`src/rtl/fwd_scoreboard.sv`:
```
// fwd_scoreboard: forwarding and hazard unit for the decode stage.
// Tracks in-flight register writes in a DEPTH-entry shift register.
// Entry 0 is EX and entry DEPTH-1 is WB.
// Supplies bypassed operands for NUM_RD read ports.
// Raises a one-bubble load-use stall when a load in EX feeds a used operand.
// A saturating counter records the number of stalled cycles.
module fwd_scoreboard #(
    parameter int DATA_W = 32,
    parameter int REG_AW = 5,
    parameter int NUM_RD = 2,
    parameter int DEPTH  = 3,
    parameter int CNT_W  = 16
) (
    input  logic                     CLOCK,
    input  logic                     RESET,
    input  logic                     issue_valid,
    input  logic                     issue_we,
    input  logic [REG_AW-1:0]        issue_rd,
    input  logic                     issue_is_load,
    input  logic [NUM_RD*REG_AW-1:0] rd_addr,
    input  logic [NUM_RD-1:0]        rd_used,
    input  logic [NUM_RD*DATA_W-1:0] rf_data,
    input  logic [DEPTH*DATA_W-1:0]  stage_data,
    output logic [NUM_RD*DATA_W-1:0] fwd_data,
    output logic [NUM_RD-1:0]        fwd_hit,
    output logic                     stall,
    output logic [CNT_W-1:0]         stall_cnt
);

    // Scoreboard state: one {valid, we, rd, is_load} tuple per tracked stage.
    logic [DEPTH-1:0]  valid_q, valid_d;
    logic [DEPTH-1:0]  we_q, we_d;
    logic [DEPTH-1:0]  load_q, load_d;
    logic [REG_AW-1:0] rd_q [DEPTH];
    logic [REG_AW-1:0] rd_d [DEPTH];
    logic [CNT_W-1:0]  stall_cnt_q, stall_cnt_d;

    logic [DEPTH-1:0]         writing_s;
    logic [NUM_RD*DATA_W-1:0] fwd_data_s;
    logic [NUM_RD-1:0]        fwd_hit_s;
    logic                     stall_s;

    // An entry produces a value only if it is valid and writes a non-zero register.
    always_comb begin
        writing_s = '0;
        for (int i = 0; i < DEPTH; i++) begin
            if (valid_q[i] && we_q[i] && (rd_q[i] != {REG_AW{1'b0}})) begin
                writing_s[i] = 1'b1;
            end else begin
                writing_s[i] = 1'b0;
            end
        end
    end

    // Per-port youngest-match select.
    // A load still in EX cannot be bypassed and stalls a used port.
    always_comb begin : bypass_comb
        logic [REG_AW-1:0] src;
        logic              found;
        logic              pending;
        logic [DATA_W-1:0] sel_data;
        fwd_data_s = rf_data;
        fwd_hit_s  = '0;
        stall_s    = 1'b0;
        for (int k = 0; k < NUM_RD; k++) begin
            src      = rd_addr[k*REG_AW +: REG_AW];
            found    = 1'b0;
            pending  = 1'b0;
            sel_data = rf_data[k*DATA_W +: DATA_W];
            // Walk from oldest to youngest so the lowest matching index wins.
            for (int i = DEPTH - 1; i >= 0; i--) begin
                if (writing_s[i] && (rd_q[i] == src)) begin
                    found    = 1'b1;
                    pending  = load_q[i] && (i == 0);
                    sel_data = stage_data[i*DATA_W +: DATA_W];
                end else begin
                    found    = found;
                    pending  = pending;
                    sel_data = sel_data;
                end
            end
            if (found && !pending) begin
                fwd_hit_s[k]                  = 1'b1;
                fwd_data_s[k*DATA_W +: DATA_W] = sel_data;
            end else if (pending && rd_used[k]) begin
                stall_s = 1'b1;
            end else begin
                fwd_hit_s[k] = 1'b0;
            end
        end
    end

    // Next scoreboard state: shift toward WB.
    // Entry 0 takes the issuing instruction unless stalled, otherwise a bubble.
    // The stall counter saturates at all-ones.
    always_comb begin
        valid_d[0] = issue_valid && !stall_s;
        we_d[0]    = issue_we;
        rd_d[0]    = issue_rd;
        load_d[0]  = issue_is_load;
        for (int i = 1; i < DEPTH; i++) begin
            valid_d[i] = valid_q[i-1];
            we_d[i]    = we_q[i-1];
            rd_d[i]    = rd_q[i-1];
            load_d[i]  = load_q[i-1];
        end
        if (stall_s && (stall_cnt_q != {CNT_W{1'b1}})) begin
            stall_cnt_d = stall_cnt_q + {{(CNT_W-1){1'b0}}, 1'b1};
        end else begin
            stall_cnt_d = stall_cnt_q;
        end
    end

    // State registers.
    // A synchronous reset empties the scoreboard and clears the counter, dropping any same-edge issue.
    always_ff @(posedge CLOCK) begin
        if (RESET) begin
            valid_q     <= '0;
            we_q        <= '0;
            load_q      <= '0;
            stall_cnt_q <= '0;
            for (int i = 0; i < DEPTH; i++) begin
                rd_q[i] <= '0;
            end
        end else begin
            valid_q     <= valid_d;
            we_q        <= we_d;
            load_q      <= load_d;
            stall_cnt_q <= stall_cnt_d;
            for (int i = 0; i < DEPTH; i++) begin
                rd_q[i] <= rd_d[i];
            end
        end
    end

    assign fwd_data  = fwd_data_s;
    assign fwd_hit   = fwd_hit_s;
    assign stall     = stall_s;
    assign stall_cnt = stall_cnt_q;

endmodule

```
`config.mk`:
```
export PLATFORM = sky130hd
export DESIGN_NAME = fwd_scoreboard
export DESIGN_NICKNAME = d
export VERILOG_FILES = /design/src/rtl/fwd_scoreboard.sv
export SDC_FILE = /design/constraint.sdc
export NUM_CORES = 1
export LEC_CHECK = 0
export ABC_AREA = 1
export CAP_MARGIN = 20
export CELL_PAD_IN_SITES_DETAIL_PLACEMENT = 0
export CELL_PAD_IN_SITES_GLOBAL_PLACEMENT = 2
export CORE_AREA = 2 2 170 172
export CTS_BUF_LIST = sky130_fd_sc_hd__clkbuf_4 sky130_fd_sc_hd__clkbuf_8
export DETAILED_ROUTE_END_ITERATION = 12
export DIE_AREA = 0 0 172 174
export PLACE_DENSITY_LB_ADDON = 0.1
export SYNTH_ARGS = -nofsm -noshare
export SYNTH_HDL_FRONTEND = slang
export SYNTH_SLANG_ARGS = --single-unit
```
`constraint.sdc`:
```
create_clock -name CLOCK -period 3.79 [get_ports CLOCK]
set_clock_uncertainty 0.2 [all_clocks]
set_input_delay 0.379 -clock CLOCK [delete_from_list [all_inputs] [get_ports CLOCK]]
set_output_delay 0.379 -clock CLOCK [all_outputs]
set_load 0.02 [all_outputs]
```
==> flow_metrics.tcl <==
set metrics [dict create \
    drive_gt1_frac 0.0586 \
    finalHoldWorstSlack_ns 0.206 \
    initialDrtViolationCount 356 \
    cts_tree "done" \
    synth_xor_area_frac 0.0551 \
    nets 1582 \
    slew_viol_final 0 \
    drc 0 \
    hp-class "flip-flop to flip-flop" \
    cp.arrival_ns 2.93 \
    synth.distinct_cells 25 \
    cap_violations 0 \
    die_x_um 172 \
    cts_buffers 5 \
    fin_tns_setup_ns 0 \
    syn-num-nets 1345 \
    yosysWarnings 0 \
    min_period_ns 3.51 \
    grt_util_all_layers 0.186 \
    clock_latency_ns 0.29 \
    post_drt_via_cell_ratio 4.26 \
    grt_pass1_vias 7366 \
    coreArea_um2 28200 \
    cp-start-kind "input port" \
    antenna_found_initial 3 \
    max_freq_ghz 0.285 \
    path_clk_slew_ns 0.08 \
    cts_setup_buffers 0 \
    worst_ir_drop_vdd_uv 113 \
    die-area_um2 29900 \
    ant_nets 0 \
    grt_max_degree 34 \
    cp-end-kind "output pin" \
    syn_avg_cell_area_um2 4.79 \
    port_buffers 264 \
    status "finished clean" \
    synthMuxAreaShare 0 \
    synth_area_um2 5570 \
    maxSlewHeadroom 0.530 \
    std_cell_rows 62 \
    cts_buffer_depth 2 \
    synth_cells 1162 \
    synth-simple-area-share 0.671 \
    layout.cells.non_filler 1787 \
    fin_crit_sh 0.927 \
    first_pass_iters 5 \
    post-route-util 0.314 \
    rsz0062_at_grt "no" \
    place.gp.congestion 0.770 \
    layout_commonest_cell "nand2_1" \
    seq_area_frac_synth 0.137 \
    dpl_cell_area_um2 8750 \
    ios 265 \
    start_util 0.197 \
    die_y_um 174 \
    hpwl_um 22000 \
    cts.sinks 38 \
    htree_levels 2 \
    power.total_mw 1.30 \
    worstPathMaxFanout 20 \
    synthAdderAreaFrac 0.00225 \
    ys_seq_elements 38 \
    synth-compound-area-share 0.0220 \
    critPathKind "input port to output pin" \
    vias 7604 \
    worstMarginPinSlew_ns 0.703 \
    critPathRequiredTime_ns 3.21 \
    synth_top_family_by_area "simple AND/OR/NAND/NOR gates" \
    overflow 0 \
    wl_um 28600 \
    final_cell_mix "nand2_1, clkdlybuf4s50_1, nor2_1, nand3_1, inv_1" \
    dp_worst_setup_slack_ns 0.186 \
    wl_per_cell_um 16.0 \
    setup_violations 0 \
    postLayoutSetupSlackWorst_ns 0.277 \
    p_per_area_nw_per_um2 146 \
    leakage_nw 4.42 \
    root_buffer "clkbuf_8" \
    grt_pass1_wl_um 43500 \
    final_cell_area_um2 8860 \
    syn_to_final_growth_pct 59.1 \
    fill_cells 3326 \
    finalHoldViolations 0 \
    placedCellCount 1776 \
    cts-hold-fix-buffers 0 \
]
[per-layer routing]
metal | track usage | part of all wire
met5 | 0 | 0
met1 | 0.256 | 0.48
met2 | 0.312 | 0.46
met3 | 0.0291 | 0.057
met4 | 0.0224 | 0.0085
[registers in the layout, indices dropped and copies added, names as in the netlist]
signal	count
load_q	1
rd_q	15
stall_cnt	16
valid_q	3
we_q	3
[critical path, cell delays in order]
cell and delay, ns:
clkdlybuf4s50_1 0.61, nand2_1 0.08, nand2_1 0.07, nand3_1 0.11
nor2_2 0.17, nand2_4 0.11, inv_2 0.23, buf_12 0.20
nor2_1 0.06, nor2_1 0.18, nand2_1 0.08, nand2_1 0.07
nand2_1 0.05, clkdlybuf4s50_1 0.53
[repair_timing]
action	in CTS	in global routing
hold endpoints to repair	0	0
endpoints found under the setup margin	0	6
resized for setup	0	2
[synthesized netlist by cell type (all sizes together)]
cell type / count / area share
buf: 46 / 0.046
nand4: 5 / 0.0056
o21bai: 1 / 0.0020
o21ai: 2 / 0.0031
a21oi: 18 / 0.017
xnor2: 21 / 0.033
xor2: 14 / 0.022
nor2: 237 / 0.16
inv: 78 / 0.053
nand3b: 1 / 0.0036
nor3: 5 / 0.0045
dfxtp: 38 / 0.14
ha: 1 / 0.0022
nand3: 160 / 0.15
nand2: 513 / 0.35
clkbuf: 22 / 0.015
[power breakdown]
part	total, mW	switching [mW]	internal, mW
combinational	0.572	0.271	0.301
clock	0.305	0.151	0.154
sequential	0.418	0.00953	0.409
total	1.30	0.431	0.864
[logic make-up (layout without fill, tap and decap cells)]
logic type,count (synthesis),after routing
xor+xnor,35,35
flops,38,38
other cells,0,3
buf+inv,146,384
compound gates,21,21
simple gates,921,921
fa+ha+maj,1,1
[worst paths after layout]
path	slack, ns	end	startpoint	depth (start not counted)
worst max-delay path	0.28	fwd_data[58]	rd_addr[8]	14
worst min-delay path	0.21	valid_q[1]	valid_q[0]	2
worst max register to register	1.49	stall_cnt[11]	stall_cnt[0]	8
worst min register to register	0.21	valid_q[1]	valid_q[0]	2
[layout make-up]
class                   instances  area [µm²]  area share
multi-input cells             978        4250       0.479
clock inverters                 1        5.00    0.000565
diodes                          3        7.51    0.000847
clock buffers                   7        90.1      0.0102
flip-flops and latches         38         761      0.0859
inverters                      78         295      0.0333
well taps                     384         480      0.0542
repair buffers                298        2970       0.336
No activity file was read; power rests on OpenSTA's default activity.
